## src/rtl/intersection_monitor_if.sv

```systemverilog
// rtl/intersection_monitor_if.sv - light/sensor/queue bundle between light controller side and intersection monitor
//
// Purpose: groups the light codes, car arrival pulses, error clear and all
//          monitor observables into one interface.
// Modports:
//   master - light controller / bench side: drives la, lb, arrive_a, arrive_b,
//            clr_err (and m when INTERSECTION_PARADE_CHECK_EN is defined),
//            observes ta, tb, queue_a, queue_b, served_a, served_b, err.
//   slave  - intersection_monitor side, opposite directions.
// Macro: INTERSECTION_PARADE_CHECK_EN adds the 1-bit parade-mode signal m.

interface intersection_monitor_if #(
  parameter int QW = 4,
  parameter int CW = 8
);
  logic [1:0]    la;
  logic [1:0]    lb;
  logic          arrive_a;
  logic          arrive_b;
  logic          clr_err;
`ifdef INTERSECTION_PARADE_CHECK_EN
  logic          m;
`endif
  logic          ta;
  logic          tb;
  logic [QW-1:0] queue_a;
  logic [QW-1:0] queue_b;
  logic [CW-1:0] served_a;
  logic [CW-1:0] served_b;
  logic [4:0]    err;

  modport master (
`ifdef INTERSECTION_PARADE_CHECK_EN
    output m,
`endif
    output la, lb, arrive_a, arrive_b, clr_err,
    input  ta, tb, queue_a, queue_b, served_a, served_b, err
  );

  modport slave (
`ifdef INTERSECTION_PARADE_CHECK_EN
    input  m,
`endif
    input  la, lb, arrive_a, arrive_b, clr_err,
    output ta, tb, queue_a, queue_b, served_a, served_b, err
  );
endinterface

```

## src/rtl/intersection_monitor.sv

```systemverilog
// rtl/intersection_monitor.sv - two-street traffic light consumer: car queues, sensors and protocol checker
//
// Purpose: models one car queue per street (arrival pulses in, one departure
//          per cycle while green), drives the street sensors from the queues
//          and flags light-sequence protocol violations in sticky error bits.
// Ports:
//   clk    - system clock
//   reset  - synchronous active-low reset
//   bus    - intersection_monitor_if.slave:
//              la/lb     light codes (00 green, 01 yellow, 10 red, 11 illegal)
//              arrive_*  one car arrives on that street this cycle
//              clr_err   zero the error flags
//              m         parade mode (only with INTERSECTION_PARADE_CHECK_EN)
//              ta/tb     sensor, high while that queue is non-empty
//              queue_*   cars waiting, served_* cars departed (wrapping)
//              err       [0] conflict [1] illegal code [2] illegal transition
//                        [3] queue overflow [4] parade violation
// Macro: INTERSECTION_PARADE_CHECK_EN enables the parade check (err[4]);
//        undefined, err[4] is constant 0.

module intersection_monitor #(
  parameter int QW = 4,
  parameter int CW = 8
) (
  input logic                   clk,
  input logic                   reset,
  intersection_monitor_if.slave bus
);

  localparam logic [1:0]    GREEN  = 2'b00;
  localparam logic [1:0]    YELLOW = 2'b01;
  localparam logic [1:0]    RED    = 2'b10;
  localparam logic [1:0]    BAD    = 2'b11;
  localparam logic [QW-1:0] Q_ONE  = QW'(1);
  localparam logic [QW-1:0] Q_MAX  = '1;
  localparam logic [CW-1:0] C_ONE  = CW'(1);

  logic [QW-1:0] queue_a_r, queue_b_r;
  logic [CW-1:0] served_a_r, served_b_r;
  logic [4:0]    err_r;
  logic [1:0]    prev_la, prev_lb;
  logic          prev_valid;

  logic          dep_a, dep_b;
  logic          ovf_a, ovf_b;
  logic          parade_viol;
  logic [4:0]    viol;

  // Legal per-street steps: G->G, G->Y, Y->R, R->R, R->G. Everything else,
  // including Y->Y and any step touching code 11, is a violation.
  function automatic logic legal_step(input logic [1:0] p, input logic [1:0] c);
    case (p)
      GREEN:   legal_step = (c == GREEN) || (c == YELLOW);
      YELLOW:  legal_step = (c == RED);
      RED:     legal_step = (c == RED) || (c == GREEN);
      default: legal_step = 1'b0;
    endcase
  endfunction

  always_comb begin
    // An illegal code is never GREEN, so the queue on that street holds.
    dep_a = (bus.la == GREEN) && (queue_a_r != '0);
    dep_b = (bus.lb == GREEN) && (queue_b_r != '0);
    ovf_a = bus.arrive_a && !dep_a && (queue_a_r == Q_MAX);
    ovf_b = bus.arrive_b && !dep_b && (queue_b_r == Q_MAX);

`ifdef INTERSECTION_PARADE_CHECK_EN
    parade_viol = bus.m && prev_valid &&
                  (((prev_lb == GREEN) && (bus.lb != GREEN)) || (bus.la == GREEN));
`else
    parade_viol = 1'b0;
`endif

    viol    = '0;
    viol[0] = (bus.la != RED) && (bus.lb != RED);
    viol[1] = (bus.la == BAD) || (bus.lb == BAD);
    viol[2] = prev_valid && (!legal_step(prev_la, bus.la) || !legal_step(prev_lb, bus.lb));
    viol[3] = ovf_a || ovf_b;
    viol[4] = parade_viol;
  end

  always_ff @(posedge clk) begin
    if (!reset) begin
      queue_a_r  <= '0;
      queue_b_r  <= '0;
      served_a_r <= '0;
      served_b_r <= '0;
      err_r      <= '0;
      prev_la    <= RED;
      prev_lb    <= RED;
      prev_valid <= 1'b0;
    end else begin
      // Street A: an arrival and a departure in the same cycle cancel.
      if (bus.arrive_a && !dep_a) begin
        if (queue_a_r != Q_MAX) queue_a_r <= queue_a_r + Q_ONE;
      end else if (dep_a) begin
        if (!bus.arrive_a) queue_a_r <= queue_a_r - Q_ONE;
        served_a_r <= served_a_r + C_ONE;
      end

      if (bus.arrive_b && !dep_b) begin
        if (queue_b_r != Q_MAX) queue_b_r <= queue_b_r + Q_ONE;
      end else if (dep_b) begin
        if (!bus.arrive_b) queue_b_r <= queue_b_r - Q_ONE;
        served_b_r <= served_b_r + C_ONE;
      end

      // clr_err takes priority over anything detected on the same edge.
      if (bus.clr_err) err_r <= '0;
      else             err_r <= err_r | viol;

      prev_la    <= bus.la;
      prev_lb    <= bus.lb;
      prev_valid <= 1'b1;
    end
  end

  assign bus.ta       = (queue_a_r != '0);
  assign bus.tb       = (queue_b_r != '0);
  assign bus.queue_a  = queue_a_r;
  assign bus.queue_b  = queue_b_r;
  assign bus.served_a = served_a_r;
  assign bus.served_b = served_b_r;
  assign bus.err      = err_r;

endmodule

```

## src/flat_wrapper.sv

```systemverilog
// flat-port wrapper written by rule: the top's interface ports become plain ports
module intersection_monitor_flat 
#(
  parameter int QW = 4,
  parameter int CW = 8
)
  (clk, reset, bus_la, bus_lb, bus_arrive_a, bus_arrive_b, bus_clr_err, bus_ta, bus_tb, bus_queue_a, bus_queue_b, bus_served_a, bus_served_b, bus_err);
  intersection_monitor_if #(.QW(QW), .CW(CW)) bus_i ();
  input logic clk;
  input logic reset;
  input wire logic [$bits(bus_i.la)-1:0] bus_la;
  input wire logic [$bits(bus_i.lb)-1:0] bus_lb;
  input wire logic [$bits(bus_i.arrive_a)-1:0] bus_arrive_a;
  input wire logic [$bits(bus_i.arrive_b)-1:0] bus_arrive_b;
  input wire logic [$bits(bus_i.clr_err)-1:0] bus_clr_err;
  output wire logic [$bits(bus_i.ta)-1:0] bus_ta;
  output wire logic [$bits(bus_i.tb)-1:0] bus_tb;
  output wire logic [$bits(bus_i.queue_a)-1:0] bus_queue_a;
  output wire logic [$bits(bus_i.queue_b)-1:0] bus_queue_b;
  output wire logic [$bits(bus_i.served_a)-1:0] bus_served_a;
  output wire logic [$bits(bus_i.served_b)-1:0] bus_served_b;
  output wire logic [$bits(bus_i.err)-1:0] bus_err;
  assign bus_i.la = bus_la;
  assign bus_i.lb = bus_lb;
  assign bus_i.arrive_a = bus_arrive_a;
  assign bus_i.arrive_b = bus_arrive_b;
  assign bus_i.clr_err = bus_clr_err;
  assign bus_ta = bus_i.ta;
  assign bus_tb = bus_i.tb;
  assign bus_queue_a = bus_i.queue_a;
  assign bus_queue_b = bus_i.queue_b;
  assign bus_served_a = bus_i.served_a;
  assign bus_served_b = bus_i.served_b;
  assign bus_err = bus_i.err;
  intersection_monitor #(.QW(QW), .CW(CW)) u_core (.clk(clk), .reset(reset), .bus(bus_i));
endmodule
```

## config.mk

```make
export PLATFORM = sky130hd
export DESIGN_NAME = intersection_monitor_flat
export DESIGN_NICKNAME = d
export VERILOG_FILES = /design/src/rtl/intersection_monitor_if.sv /design/src/rtl/intersection_monitor.sv /design/src/flat_wrapper.sv
export SDC_FILE = /design/constraint.sdc
export NUM_CORES = 1
export LEC_CHECK = 0
export BUFFER_PORTS_ARGS = -buffer_cell sky130_fd_sc_hd__buf_2
export CAP_MARGIN = 20
export CORE_MARGIN = 1.5
export CORE_UTILIZATION = 47
export CTS_CLUSTER_DIAMETER = 80
export DETAILED_ROUTE_END_ITERATION = 8
export PLACE_DENSITY_LB_ADDON = 0.05
export SLEW_MARGIN = 20
export SYNTH_ARGS = -nofsm -noshare
export SYNTH_HDL_FRONTEND = slang
export SYNTH_SLANG_ARGS = --single-unit
```

## constraint.sdc

```tcl
create_clock -name clk -period 2.1 [get_ports clk]
set_input_delay 0.105 -clock clk [delete_from_list [all_inputs] [get_ports clk]]
set_output_delay 0.105 -clock clk [all_outputs]
set_load 0.005 [all_outputs]
```

* Yosys cells after proc, flatten, opt, wreduce, memory -nomap -nowiden
Cells that the tools add are included.
** Operators by class
- Add/subtract/negate cells :: 6
- Equal/unequal tests :: 20
- Muxes and demuxes :: 11
- Bitwise gates (word level) :: 4
- Reductions and logical operators :: 32
** Operator list (count)
- two-way mux 4 bit :: 8
- adder 8 x 1 -> 8 bit (second input constant) :: 2
- equality test 2 bit (second input constant) :: 6
- adder 4 x 1 -> 4 bit (second input constant) :: 2
- equality test 2 x 1 -> 1 bit (second input constant) :: 4
- equality test 4 bit (second input constant) :: 2
- logical AND 1 bit :: 8
- logical NOT 2 bit :: 4
- != test 2 bit (second input constant) :: 4
- != test 4 bit (second input constant) :: 2
- nonzero test 4 bit :: 2
- subtractor 4 x 1 -> 4 bit (second input constant) :: 2
- logical OR 1 bit :: 7
- one-hot mux 1 bit (3 select lines) :: 2
- AND reduction 3 bit :: 2
- OR 5 x 4 -> 5 bit :: 1
- logical NOT 1 bit :: 4
- != test 2 x 1 -> 1 bit (second input constant) :: 2
- AND reduction 2 bit :: 2
- nonzero test 2 bit :: 2
- inverter 1 bit :: 3
- OR reduction 2 bit :: 1
- two-way mux 1 bit :: 1
** Storage, ports and cells
- Bits in registers :: 34
- Input bits :: 9
- Output and inout bits :: 31
- Word-level logic and storage cells :: 81

* Logic depth before layout (Yosys ltp)
- Word-level depth :: 7
- Mapped depth :: 9
- Mapped depth without buffers :: 9

* Least setup slack after synthesis
No wires, ideal clock.
- Path kind :: register to register
- Start point :: register u_core.queue_a_r[0] (netlist: u_core.bus.queue_a[0])
- End point :: register u_core.queue_a_r[3] (netlist: u_core.bus.queue_a[3])
- Arrival :: 2277 ps
- Path slack :: -256 ps
- Cell stages (with the launch flop) :: 10
- Buffers on the path :: 0
- Clock period less this slack :: 2356 ps
- Cell sequence :: dfxtp_1 -> nor4_1 -> clkinv_1 -> nand2_1 -> nand2_1 -> ha_1 -> a21oi_1 -> nand2_1 -> or3_1 -> o211ai_1
** On the way
- Cells in the longest elaborated chain, start to end :: 6
- Elaborated cells on any way between the ends :: 15
** RTL lines
- start: declaration :: RTL line intersection_monitor.sv:38 : logic [QW-1:0] queue_a_r, queue_b_r;
- start signal: assignment :: RTL line intersection_monitor.sv:95 : if (queue_a_r != Q_MAX) queue_a_r <= queue_a_r + Q_ONE;
- start signal: assignment :: RTL line intersection_monitor.sv:97 : if (!bus.arrive_a) queue_a_r <= queue_a_r - Q_ONE;
- nonzero test 4 bit *
- net bus_ta :: RTL line flat_wrapper.sv:16 : output wire logic [$bits(bus_i.ta)-1:0] bus_ta;
- logical AND 1 bit * :: RTL line intersection_monitor.sv:62 : dep_a = (bus.la == GREEN) && (queue_a_r != '0);
- logical NOT 1 bit :: RTL line intersection_monitor.sv:94 : if (bus.arrive_a && !dep_a) begin
- logical AND 1 bit :: RTL line intersection_monitor.sv:94
- != test 2 bit (no line) (tied with other cells)
- AND reduction 3 bit (no line)
The timed path passes the listed nets; every way through them passes the cells marked *. The select of a mux whose other input is x is not followed.
A chain may end at the register's enable or synchronous reset.

* Final worst setup path
- Start point :: register u_core.queue_a_r[3] (netlist: u_core.bus.queue_a[3])
- End point :: register u_core.queue_a_r[3] (netlist: u_core.bus.queue_a[3])
** On the way
- Cells in the longest elaborated chain, start to end :: 6
- Elaborated cells on any way between the ends :: 15
** RTL lines
- parallel branches: the longest is 6 deep, another holds subtractor 4 x 1 -> 4 bit
Several ways; the timed one is not identified. The select of a mux whose other input is x is not followed.

==> flow_summary.yaml <==
outcome:
  status: "completed"
routing:
  drc: 0
  vias: 1562
  drt_iter0_markers: 61
  drt-pass1-iter-count: 4
  wl_per_cell_um: 13.59
  detail-route-antenna-nets: 0
  via_per_inst: 5.368
  routed_wl_um: 3955
worst_hold_path:
  worstHoldPathType: "in -> reg"
  hp-start: "bus_lb[1]"
  whs_path_depth: 2
  hold_path_end: "u_core.prev_lb[1]"
final_layout:
  nets: 262
  final_core_util_pct: 62.50
  regArea_um2: 664.4
  multi_input_area_um2: 1033
  final_cell_area_um2: 2118
  antenna_cells_inserted: 0
  fill_cells: 328
  drive_gt1_share_pct: 29.80
  area_growth_pct: 26.25
synth:
  synth_async_sr_flop_share_pct: 0
  syn_area_per_cell_um2: 8.694
  syn_inst: 193
  ys_types: 40
  ys_ff_latch: 33
  synth-edff-count: 0
  synth_nets: 210
  ys.flop_type: "dfxtp_1"
  synth_area_um2: 1678
  yosysWarnings: 0
  ys_seq_area_share_pct: 39.37
sta:
  setup_violations: 0
  relSlewSlack_pct: 53.53
  final.setup.tns_ns: 0
  slew_viol_final: 0
  fin_skew_ns: 0.005940
  clock.fmax_ghz: 0.4850
  period_share_pct: 98.18
  hold_viol_final: 0
  tightest_slew_ns: 0.6883
  fin_crit_ns: 2.062
worst_setup_path:
  critPathKind: "reg -> reg"
  crit_fanout: 5
  reg2reg_depth: 9
  cp.arrival_ns: 2.33
  crit_required_ns: 2.36
  worstSetupEndpointType: "flip-flop"
  ff2ff_setup_slack_ns: 0.04
  reg2reg_from: "u_core.bus.queue_a[3]"
  start_kind: "flip-flop"
  r2r-end: "u_core.bus.queue_a[3]"
global_route:
  grt_max_degree: 21
  grt_pass1_wl_um: 6292
  grt.overflow.total: 0
  grt_pass1_vias: 1469
  antenna_found_initial: 0
  track_usage_pct: 20.27
clock_tree:
  cts_root_buffer: "clkbuf_4"
  cts_sinks: 33
  numCtsBuffers: 5
  htree_num_levels: 2
  clk_latency_ns: 0.34
  path_clk_slew_ns: 0.10
  clockBufferDepth: 2
  cts_tree: "yes"
floorplanning:
  dieArea_um2: 3938
  fp.dieH_um: 62.75
  core.rowCount: 21
  initial_utilization_pct: 49.50
  io_pins: 40
  coreArea_um2: 3390
  die_w_um: 62.75
place:
  placed_area_um2: 2014
  hpwl_um: 2888
  port_buffers: 38
  gp_congestion: 0.8860
flow_run:
  drv_cap: 0
power_and_ir_drop:
  power_density_nw_per_um2: 883.8
  p_leak_nw: 0.9378
  ir_drop_v: 0.0005940
## registers in the layout, summed over array words and instances, names as in the netlist
signal	cells
u_core.bus.err	4
u_core.bus.queue_a	4
u_core.bus.queue_b	4
u_core.bus.served_a	8
u_core.bus.served_b	8
u_core.prev_la	2
u_core.prev_lb	2
u_core.prev_valid	1
## critical path, cell delays in order, from the launching register on
cell and delay, ns:
dfxtp_4 0.38, nor4_4 0.33, clkinv_2 0.14, nand2_4 0.10, nand2_2 0.10, ha_1 0.23
a21oi_4 0.19, nand2_1 0.07, or3_1 0.35, o211ai_1 0.10
## layer usage
| layer | part of all wire, % | up-vias | routed length [µm] | global-route usage [%] |
|---|---|---|---|---|
| met5 | 0 | - | 0 | 0 |
| met4 | 0.66 | 0 | 26 | 6.111 |
| met3 | 4.2 | 4 | 168 | 7.207 |
| met2 | 50 | 40 | 1976 | 34.68 |
| met1 | 45 | 742 | 1783 | 23.78 |
| li1 | - | 776 | - | - |
## Yosys cell counts, types with 2 or more instances
master	number	area, µm²
dfxtp_1	33	660.6
nand2_1	19	71.32
nor2_1	17	63.81
a21oi_1	15	75.07
nand3_1	15	75.07
nand2b_1	10	62.56
xor2_1	8	70.07
ha_1	6	75.07
mux2i_1	6	60.06
xnor2_1	6	52.55
nor3_1	5	25.02
and2_1	4	25.02
clkbuf_1	4	15.01
inv_1	4	15.01
nand4_1	4	25.02
nor4_1	4	25.02
o21ai_0	4	20.02
or3_1	3	18.77
and3_1	2	12.51
and4_1	2	17.52
clkinv_1	2	7.510
fa_1	2	40.04
## cell families after synthesis
kind of cell / after synthesis / synth area share, %
AO/OA/AOI/OAI: 27 / 9.919
XOR/XNOR: 14 / 7.308
adder cells (fa/ha/maj): 8 / 6.861
buffers and inverters: 12 / 2.908
flip-flops: 33 / 39.37
multiplexers: 7 / 4.251
other: 1 / 0.2235
AND/OR/NAND/NOR: 91 / 29.16
## report_power, final
group / switching, W / leakage [nW] / internal, W
Sequential: 0.0000747 / 0.271 / 0.000691
Combinational: 0.000382 / 0.636 / 0.000355
Clock: 0.000211 / 0.0314 / 0.000158
Total: 0.000668 / 0.938 / 0.00120
## worst max-delay path by stage
stage,startpoint,end,slack (ns),cells past startpoint
final,u_core.bus.queue_a[3],u_core.bus.queue_a[3],0.04,9
after global routing,u_core.bus.queue_a[3],u_core.bus.queue_a[3],-0.04,9
after CTS,u_core.bus.queue_a[2],u_core.bus.queue_a[3],0.02,9
after detailed placement,u_core.bus.queue_a[3],u_core.bus.queue_a[3],-0.06,9
after global placement,u_core.bus.queue_a[3],u_core.bus.queue_a[3],0.09,9
after floorplan,u_core.bus.queue_a[2],u_core.bus.queue_a[3],0.02,9
## through the flow
step	worst slack (ns)	total power, W	cells	hold WS, ns
after floorplan	0.02362	0.001172	193	0.1327
after global placement	0.09132	0.001419	283	0.3718
after detailed placement	-0.05822	0.001443	283	0.3782
after CTS	0.02297	0.001824	290	0.02353
after global routing	-0.03742	0.001992	291	0.02552
final	0.03817	0.001872	291	0.03698
## timing repair
item,CTS,global route
pin swaps,1,2
resized for setup,1,8
hold buffers,0,0
setup buffers,0,1
endpoints found under the setup margin,2,3
## final cells by class
cell class	count	share of cell area, %
Inverter	7	1.299
Timing Repair Buffer	50	13.23
Sequential cell	33	31.36
Tap cell	46	2.717
Clock buffer	7	2.599
Multi-Input combinational cell	148	48.79
## placed cells by master, fill, tap and decap left out, types with 2 or more instances in the layout
master	instances
a21oi_1	13
and2_1	4
and3_1	2
and4_1	2
buf_2	38
buf_4	12
clkbuf_4	5
dfxtp_1	32
fa_1	2
ha_1	5
inv_1	4
mux2i_1	6
nand2_1	16
nand2_2	2
nand2b_1	10
nand3_1	14
nand4_1	4
nor2_1	17
nor3_1	5
nor4_1	3
nor4_4	2
o21ai_0	4
or3_1	3
xnor2_1	6
xor2_1	8
Note: power is estimated with default switching activity, not from simulation.
